===== src/rtl/fir_pkg.sv =====
// Shared types and elaboration-time helpers for the serial-MAC FIR filter.
package fir_pkg;

    typedef logic [1:0] fir_state_t;

    localparam fir_state_t IDLE = 2'd0;
    localparam fir_state_t MAC  = 2'd1;
    localparam fir_state_t DONE = 2'd2;

    function automatic int fir_clog2(input int n);
        int r;
        r = 0;
        for (int v = 1; v < n; v = v * 2) r++;
        return r;
    endfunction

    // Wide enough that summing n full-precision products can never overflow.
    function automatic int fir_acc_w(input int data_size, input int coef_size, input int n_taps);
        return data_size + coef_size + fir_clog2(n_taps);
    endfunction

endpackage


===== src/rtl/fir_out_size.sv =====
// Arithmetic right shift of the accumulator, then output sizing.
// FIR_SAT_EN defined: clamp to the OUT_SIZE signed range; undefined: two's-complement wrap.
module fir_out_size import fir_pkg::*; #(
    parameter int ACC_W    = 20,
    parameter int OUT_SIZE = 9,
    parameter int SHIFT    = 0
) (
    input  logic signed [ACC_W-1:0]    acc,
    output logic signed [OUT_SIZE-1:0] out_data
);

    logic signed [ACC_W-1:0] shifted;

    assign shifted = acc >>> SHIFT;

    generate
        if (OUT_SIZE >= ACC_W) begin : g_extend
            assign out_data = OUT_SIZE'(shifted);
        end else begin : g_narrow
`ifdef FIR_SAT_EN
            logic fits;
            // Fits when every bit above the output sign bit repeats the sign.
            assign fits = (shifted[ACC_W-1:OUT_SIZE-1] == {(ACC_W-OUT_SIZE+1){shifted[ACC_W-1]}});

            always_comb begin
                out_data = shifted[OUT_SIZE-1:0];
                if (!fits) begin
                    if (shifted[ACC_W-1]) out_data = {1'b1, {(OUT_SIZE-1){1'b0}}};
                    else                  out_data = {1'b0, {(OUT_SIZE-1){1'b1}}};
                end
            end
`else
            logic unused_high;
            assign unused_high = ^shifted[ACC_W-1:OUT_SIZE];
            assign out_data    = shifted[OUT_SIZE-1:0];
`endif
        end
    endgenerate

endmodule


===== src/rtl/fir_serial_mac.sv =====
// Time-multiplexed FIR: one multiply-accumulate per clock, runtime-writable taps.
// Output sizing mode selected by FIR_SAT_EN (see fir_out_size).
module fir_serial_mac import fir_pkg::*; #(
    parameter int DATA_SIZE = 9,
    parameter int COEF_SIZE = 9,
    parameter int N_TAPS    = 3,
    parameter int OUT_SIZE  = 9,
    parameter int SHIFT     = 0
) (
    input  logic                              clk,
    input  logic                              rst,
    input  logic signed [DATA_SIZE-1:0]       data,
    input  logic                              data_ready,
    input  logic                              coef_we,
    input  logic [fir_clog2(N_TAPS)-1:0]      coef_addr,
    input  logic signed [COEF_SIZE-1:0]       coef_data,
    output logic                              busy,
    output logic signed [OUT_SIZE-1:0]        out_data,
    output logic                              out_valid,
    output logic                              overrun
);

    localparam int AW    = fir_clog2(N_TAPS);
    localparam int ACC_W = fir_acc_w(DATA_SIZE, COEF_SIZE, N_TAPS);
    localparam int PW    = DATA_SIZE + COEF_SIZE;

    logic signed [DATA_SIZE-1:0] x [N_TAPS];
    logic signed [COEF_SIZE-1:0] h [N_TAPS];
    logic signed [ACC_W-1:0]     acc;
    logic signed [PW-1:0]        prod;
    logic signed [OUT_SIZE-1:0]  sized;
    logic [AW-1:0]               idx;
    fir_state_t                  state;

    assign prod = x[idx] * h[idx];

    fir_out_size #(
        .ACC_W   (ACC_W),
        .OUT_SIZE(OUT_SIZE),
        .SHIFT   (SHIFT)
    ) u_out_size (
        .acc     (acc),
        .out_data(sized)
    );

    always_ff @(posedge clk) begin
        if (rst) begin
            for (int k = 0; k < N_TAPS; k++) begin
                x[k] <= '0;
                h[k] <= '0;
            end
            h[0]      <= COEF_SIZE'(1);
            acc       <= '0;
            idx       <= '0;
            state     <= IDLE;
            busy      <= 1'b0;
            out_valid <= 1'b0;
            out_data  <= '0;
            overrun   <= 1'b0;
        end else begin
            out_valid <= 1'b0;
            case (state)
                IDLE: begin
                    // Taps only change here, so a computation never sees a mixed set.
                    if (coef_we && int'(coef_addr) < N_TAPS) h[coef_addr] <= coef_data;
                    if (data_ready) begin
                        for (int k = N_TAPS - 1; k > 0; k--) x[k] <= x[k-1];
                        x[0]  <= data;
                        acc   <= '0;
                        idx   <= '0;
                        busy  <= 1'b1;
                        state <= MAC;
                    end
                end
                MAC: begin
                    acc <= acc + ACC_W'(prod);
                    idx <= idx + 1'b1;
                    if (idx == AW'(N_TAPS - 1)) state <= DONE;
                end
                DONE: begin
                    out_data  <= sized;
                    out_valid <= 1'b1;
                    busy      <= 1'b0;
                    state     <= IDLE;
                end
                default: state <= IDLE;
            endcase
            if (data_ready && state != IDLE) overrun <= 1'b1;
        end
    end

endmodule


===== config.mk =====
export PLATFORM = sky130hd
export DESIGN_NAME = fir_serial_mac
export DESIGN_NICKNAME = d
export VERILOG_FILES = /design/src/rtl/fir_pkg.sv /design/src/rtl/fir_out_size.sv /design/src/rtl/fir_serial_mac.sv
export SDC_FILE = /design/constraint.sdc
export NUM_CORES = 1
export LEC_CHECK = 0
export CORE_MARGIN = 2
export CORE_UTILIZATION = 59
export DETAILED_ROUTE_END_ITERATION = 16
export HOLD_SLACK_MARGIN = 0.12
export PLACE_DENSITY = 0.78
export RECOVER_POWER = 100
export SLEW_MARGIN = 10
export SYNTH_ARGS = -nofsm -noshare
export SYNTH_HDL_FRONTEND = slang
export SYNTH_SLANG_ARGS = --single-unit

===== constraint.sdc =====
create_clock -name clk -period 6.4 [get_ports clk]
set_input_delay 0.96 -clock clk [delete_from_list [all_inputs] [get_ports clk]]
set_output_delay 0.96 -clock clk [all_outputs]
set_load 0.01 [all_outputs]

==> run_results.csv, run 1 <==
group,metric,value,unit
synth,synth.cell_area,0.00523,sq mm
route,viasPerCell,5.32,
global_route,grt_usage,21.2,%
sta,fin_skew,11.8,ps
clocking,clock_path_buffers,2,
placed_design,place_hpwl,7.16,mm
sta,hold_viol,0,
worst_setup_path,cp_max_fo,17,
synth,synthCells,457,
sta,worstMarginPinSlew,1480,ps
synth,yosys.area.top_type,"edfxtp_1",
finish,area_growth,11.4,%
clocking,path_clk_slew,90,ps
placed_design,io_buffers,35,
sta,drv_slew,0,
power,p_total,0.00167,W
synth,synth_seq_cells,90,
worst_setup_path,required,6590,ps
clocking,numCtsBuffers,9,
die,die_w,98.2,um
clocking,cts-hold-fix-buffers,0,
sta,tns,0,ps
clocking,cts_tree,"done",
sta,layout_setup_ws,717,ps
power,p_per_area,286,mW/mm^2
finish,diodes,0,
synth,synth-seq-area-share,46.5,%
sta,fin_crit,5680,ps
die,chipHeight,98.2,um
global_route,grt_max_degree,30,
synth,yosys_warnings,0,
route,wl,9.54,mm
route,drc_errors,0,
worst_setup_path,crit_buf_inv,6,
worst_setup_path,critPathSlowestCell,"dfxtp_1",
global_route,grt_pass1_vias,3227,
synth,avgSynthCellArea,11.4,sq um
synth,synth_top_area_share,36.2,%
sta,timing.fmax,0.176,GHz
synth,yosys-top-cells-area,"edfxtp_1, dfxtp_1, fa_1, ha_1, nand2_1",
worst_setup_path,cp_top_family,"adder cells",
power,vdd.ir_drop.worst,167,uV
die,coreArea,0.00868,sq mm
die,initial_utilization,60.3,%
clocking,htreeDepth,3,
placed_design,place_ws,968,ps
clocking,post_cts_buffers,0,
global_route,antenna_found_initial,0,
synth,synthDistinctLibCells,45,
route,drt_iter0_drc,178,
route,wl_per_cell,15.6,um
finish,nets,574,
die,die_area,0.00964,sq mm
worst_setup_path,worstSetupPathType,"flip-flop to flip-flop",
worst_setup_path,worst_ep_arrival_time,5880,ps
worst_setup_path,worstSetupStartpointType,"flip-flop",
global_route,grt-ovfl-total,0,
power,p_leak,2.53,nW
hold_path,hold_start,"out_data[3]$_SDFFE_PP0P_",
sta,slew_headroom,0.958,%
clocking,post_cts_resized,0,
sta,rsz0062_at_grt,"false",
worst_setup_path,path_cells,"clkbuf_1 > o21ai_0 > clkbuf_1 > nand2b_1 > fa_1 > inv_1 > fa_1 > ha_1 > fa_1 > inv_1 > fa_1 > inv_1 > ha_1 > inv_1 > o21bai_1 > a21oi_1 > xnor3_1 > nand2_1 > a21oi_1",
flow_run,drv_cap,1,
finish,drive_gt1_share,8.37,%
route,vias,3245,
route,first_pass_iters,4,
hold_path,worst_hold_path_type,"flip-flop to flip-flop",
sta,setup_viol,0,
outcome,status,"finished with violations",
worst_setup_path,cpPeakStageDelay,710,ps
finish,n_fill_cell,666,
placed_design,place.gp.congestion,0.823,
route,ant_nets,0,
clocking,clock-sinks,90,
global_route,grt_pass1_wl,15.7,mm
clocking,cts_root_buf,"clkbuf_8",
die,io_pins,36,
clocking,clk_latency,360,ps
die,rows,34,
sta,fin_crit_sh,88.8,%
outcome,violations,"capacitance limit",
worst_setup_path,endpoint_kind,"flip-flop",
-- cell families (layout without fill, tap and decap cells) --
family                   Yosys count  in the layout  share of synthesized area [%]
AO/OA/AOI/OAI                     48             48                           6.31
XOR/XNOR                          18             18                           4.50
adder cells (fa/ha/maj)           53             53                           15.8
buffers and inverters             68            105                           6.19
flip-flops                        90             90                           46.5
multiplexers                      18             18                           5.98
other                              1              9                         0.0717
AND/OR/NAND/NOR                  161            161                           14.6
-- Yosys cell counts (all sizes together) --
master,instances
xnor3,5
mux2,7
and3,3
nor2b,8
nor2,39
mux4,9
or2,2
a21oi,16
ha,31
xnor2,10
conb,1
or2b,1
a31o,1
nand2,60
o21bai,3
a211oi,2
dfxtp,27
and2,34
o21ai,4
a21o,2
nor3,1
fa,22
mux2i,2
a22oi,8
clkbuf,11
xor2,3
inv,48
edfxtp,63
o21a,4
o211ai,8
nand2b,13
buf,9
-- final timing paths --
path	endpoint	slack (ps)	depth (start not counted)
setup / recovery	acc[8]$_SDFFE_PP0P_	720	19
hold / removal	out_data[3]$_SDFFE_PP0P_	450	2
setup reg to reg	acc[8]$_SDFFE_PP0P_	720	19
hold reg to reg	out_data[3]$_SDFFE_PP0P_	450	2
-- per-layer routing --
layer  share of wire, %  vias to the layer above  global-route usage (%)
met4                1.6                        0                    7.27
met5                  0                        -                       0
met3                3.4                       12                    3.94
met1                 45                     1572                    27.8
met2                 50                       63                    35.8
li1                   -                     1598                       -
-- per-stage QoR --
stage          utilization (%)  cell area (sq um)  hold slack, ps  cells
2_1_floorplan                -               5260             450    465
3_3_place_gp              65.1               5650             445    594
3_5_place_dp              65.1               5650             447    594
4_1_cts                   67.4               5850             460    610
5_1_grt                   67.2               5830             481    610
6_report                  67.2               5830             455    610
-- final cells by class --
type	instances	area (sq um)	share of cell area, %
Multi-Input combinational cell	307	2500	42.9
Sequential cell	90	2430	41.7
Timing Repair Buffer	41	380	6.53
Inverter	48	180	3.09
Tap cell	108	135	2.32
Clock buffer	9	124	2.12
Clock inverter	7	75.1	1.29
-- worst reg2reg max path, cell delays in order, from the launching register on --
cell and delay (ps):
dfxtp_1 710, clkbuf_1 450, o21ai_0 210, clkbuf_1 270, nand2b_1 250, fa_1 420
inv_1 80, fa_1 400, ha_1 360, fa_1 550, inv_1 60, fa_1 530
inv_1 50, ha_1 330, inv_1 80, o21bai_1 80, a21oi_1 150, xnor3_1 400
nand2_1 70, a21oi_1 70
-- flip-flops by register name, indices dropped and copies added (netlist names), named ones only --
register   count
h             36
x             27
acc            9
out_data       9
idx            2
state          2
busy           1
out_valid      1
overrun        1
-- power breakdown --
| group | switching, W | internal [W] | leakage, nW |
|---|---|---|---|
| Sequential | 0.0000288 | 0.000672 | 0.882 |
| Combinational | 0.000303 | 0.000271 | 1.55 |
| Clock | 0.000211 | 0.000183 | 0.0923 |
| Total | 0.000543 | 0.00112 | 2.53 |
-- cells in the final DEF, fill, tap and decap left out, types with 8 or more instances in the layout --
| cell type | netlist | final |
|---|---|---|
| clkbuf_8 | 3 | 9 |
| inv_1 | 48 | 48 |
| dfxtp_1 | 27 | 27 |
| and2_1 | 33 | 13 |
| a22oi_1 | 8 | 8 |
| xnor2_1 | 9 | 9 |
| clkdlybuf4s50_1 | 0 | 21 |
| fa_1 | 22 | 22 |
| dlygate4sd3_1 | 0 | 14 |
| and2_0 | 0 | 20 |
| a21oi_1 | 15 | 16 |
| edfxtp_1 | 63 | 63 |
| ha_1 | 31 | 31 |
| nor2b_1 | 8 | 8 |
| conb_1 | 1 | 9 |
| nand2b_1 | 13 | 13 |
| nor2_1 | 39 | 39 |
| nand2_1 | 58 | 58 |
Note: power is estimated with default switching activity, not from simulation.
==> inputs of run 2 (changes only) <==
Settings changed: CORE_MARGIN 2 to not set.
==> run_results.csv, run 2 (synthesized netlist as in run 1, its figures left out) <==
group,metric,value,unit
outcome,status,"finished clean",
finish,area_growth,11.4,%
die,coreArea,0.00838,sq mm
hold_path,min_path_cells,2,
worst_setup_path,worst_ep_arrival_time,5850,ps
worst_setup_path,worstSetupStartpointType,"flip-flop",
sta,layout_setup_ws,759,ps
worst_setup_path,r2r-end,"acc[8]$_SDFFE_PP0P_",
placed_design,place.gp.congestion,0.858,
placed_design,place_ws,768,ps
flow_run,drv_cap,0,
sta,hold_viol,0,
hold_path,hold_path_end,"out_data[3]$_SDFFE_PP0P_",
finish,multi_input_area,0.00251,sq mm
global_route,grt-ovfl-total,0,
clocking,cts_root_buf,"clkbuf_8",
clocking,post_cts_resized,0,
die,die_w,96.2,um
sta,setup_viol,0,
clocking,numCtsBuffers,9,
die,die_area,0.00925,sq mm
clocking,clk_latency,360,ps
hold_path,worst_hold_path_type,"flip-flop to flip-flop",
die,io_pins,36,
worst_setup_path,endpoint_kind,"flip-flop",
finish,reg_top3,"h: 36 flops, x: 27 flops",
sta,fin_crit_sh,88.1,%
route,ant_nets,0,
placed_design,placed_cell_area,0.00565,sq mm
sta,rsz0062_at_grt,"false",
route,viasPerCell,5.35,
finish,nets,575,
route,wl_per_cell,15.7,um
sta,slew_headroom,24.1,%
placed_design,io_buffers,35,
worst_setup_path,required,6610,ps
clocking,cts_tree,"done",
die,chipHeight,96.2,um
worst_setup_path,reg2regPathDepth,19,
route,wl,9.54,mm
hold_path,hold_start,"out_data[3]$_SDFFE_PP0P_",
finish,mostFrequentLayoutCell,"edfxtp_1",
worst_setup_path,r2r_slack,760,ps
clocking,clock-sinks,90,
sta,fin_skew,12.6,ps
finish,diodes,0,
die,initial_utilization,62.4,%
clocking,path_clk_slew,100,ps
sta,worstMarginPinSlew,1140,ps
route,vias,3251,
global_route,grt_pass1_vias,3143,
clocking,htreeDepth,3,
worst_setup_path,worstSetupPathType,"flip-flop to flip-flop",
finish,layout_common_cells,"edfxtp_1, nand2_1, inv_1, nor2_1, ha_1",
power,p_total,0.00165,W
sta,tns,0,ps
global_route,grt_max_degree,28,
global_route,antenna_found_initial,0,
finish,layout.area.seq,0.00243,sq mm
finish,design_area,0.00583,sq mm
finish,largest_register,"h",
power,p_per_area,284,mW/mm^2
clocking,post_cts_buffers,0,
placed_design,place_hpwl,7.10,mm
power,p_leak,2.55,nW
power,vdd.ir_drop.worst,143,uV
sta,fin_crit,5640,ps
sta,drv_slew,0,
route,drc_errors,0,
die,rows,33,
route,first_pass_iters,4,
global_route,grt_pass1_wl,15.3,mm
finish,drive_gt1_share,8.15,%
finish,n_fill_cell,626,
sta,whs,454,ps
clocking,clock_path_buffers,2,
worst_setup_path,cp_max_fo,14,
sta,timing.fmax,0.177,GHz
global_route,grt_usage,22.6,%
clocking,cts-hold-fix-buffers,0,
finish,largest_reg_flops,36,
route,drt_iter0_drc,164,
==> run 2: metrics by stage <==
stage,utilization [%],cells
2_1_floorplan,-,465
3_3_place_gp,67.4,592
3_5_place_dp,67.4,592
4_1_cts,69.7,608
5_1_grt,69.6,608
6_report,69.6,608
==> run 2: critical path: stages (launching register included) <==
cell      delay [ps]
dfxtp_1          520
buf_4            330
mux2_1           400
o21ai_0          200
clkbuf_1         380
nor2b_1          100
ha_1             220
fa_1             480
ha_1             330
fa_1             540
inv_1             60
fa_1             530
inv_1             40
ha_1             330
a21oi_1          230
o21bai_1         110
a21oi_1          150
xnor3_1          390
nand2_1          100
a21oi_2           60
==> run 2: where the power goes <==
group          total [W]  switching (W)  internal, W
registers       0.000702      0.0000306     0.000672
clock network   0.000390       0.000208     0.000182
logic           0.000562       0.000292     0.000270
==> run 2: how the worst max path moves through the flow <==
stage | end
floorplan | acc[8]$_SDFFE_PP0P_
global placement | acc[8]$_SDFFE_PP0P_
detailed placement | acc[8]$_SDFFE_PP0P_
CTS | acc[8]$_SDFFE_PP0P_
global route | acc[8]$_SDFFE_PP0P_
finish | acc[8]$_SDFFE_PP0P_
==> run 2: area by class of cell <==
| type | instances | area share [%] |
|---|---|---|
| tap | 105 | 2.25 |
| clock inverter | 6 | 1.12 |
| timing repair buffer | 42 | 6.65 |
| multi-input combinational | 307 | 43.0 |
| inverter | 48 | 3.09 |
| sequential | 90 | 41.7 |
| clock buffer | 10 | 2.19 |
==> run 2: layer usage <==
layer | track usage, % | vias to the layer above | share of wire (%)
met5 | 0 | - | 0
met4 | 6.84 | 0 | 0.78
met3 | 4.27 | 10 | 3.0
met2 | 37.4 | 63 | 50
met1 | 30.4 | 1582 | 47
li1 | - | 1596 | -
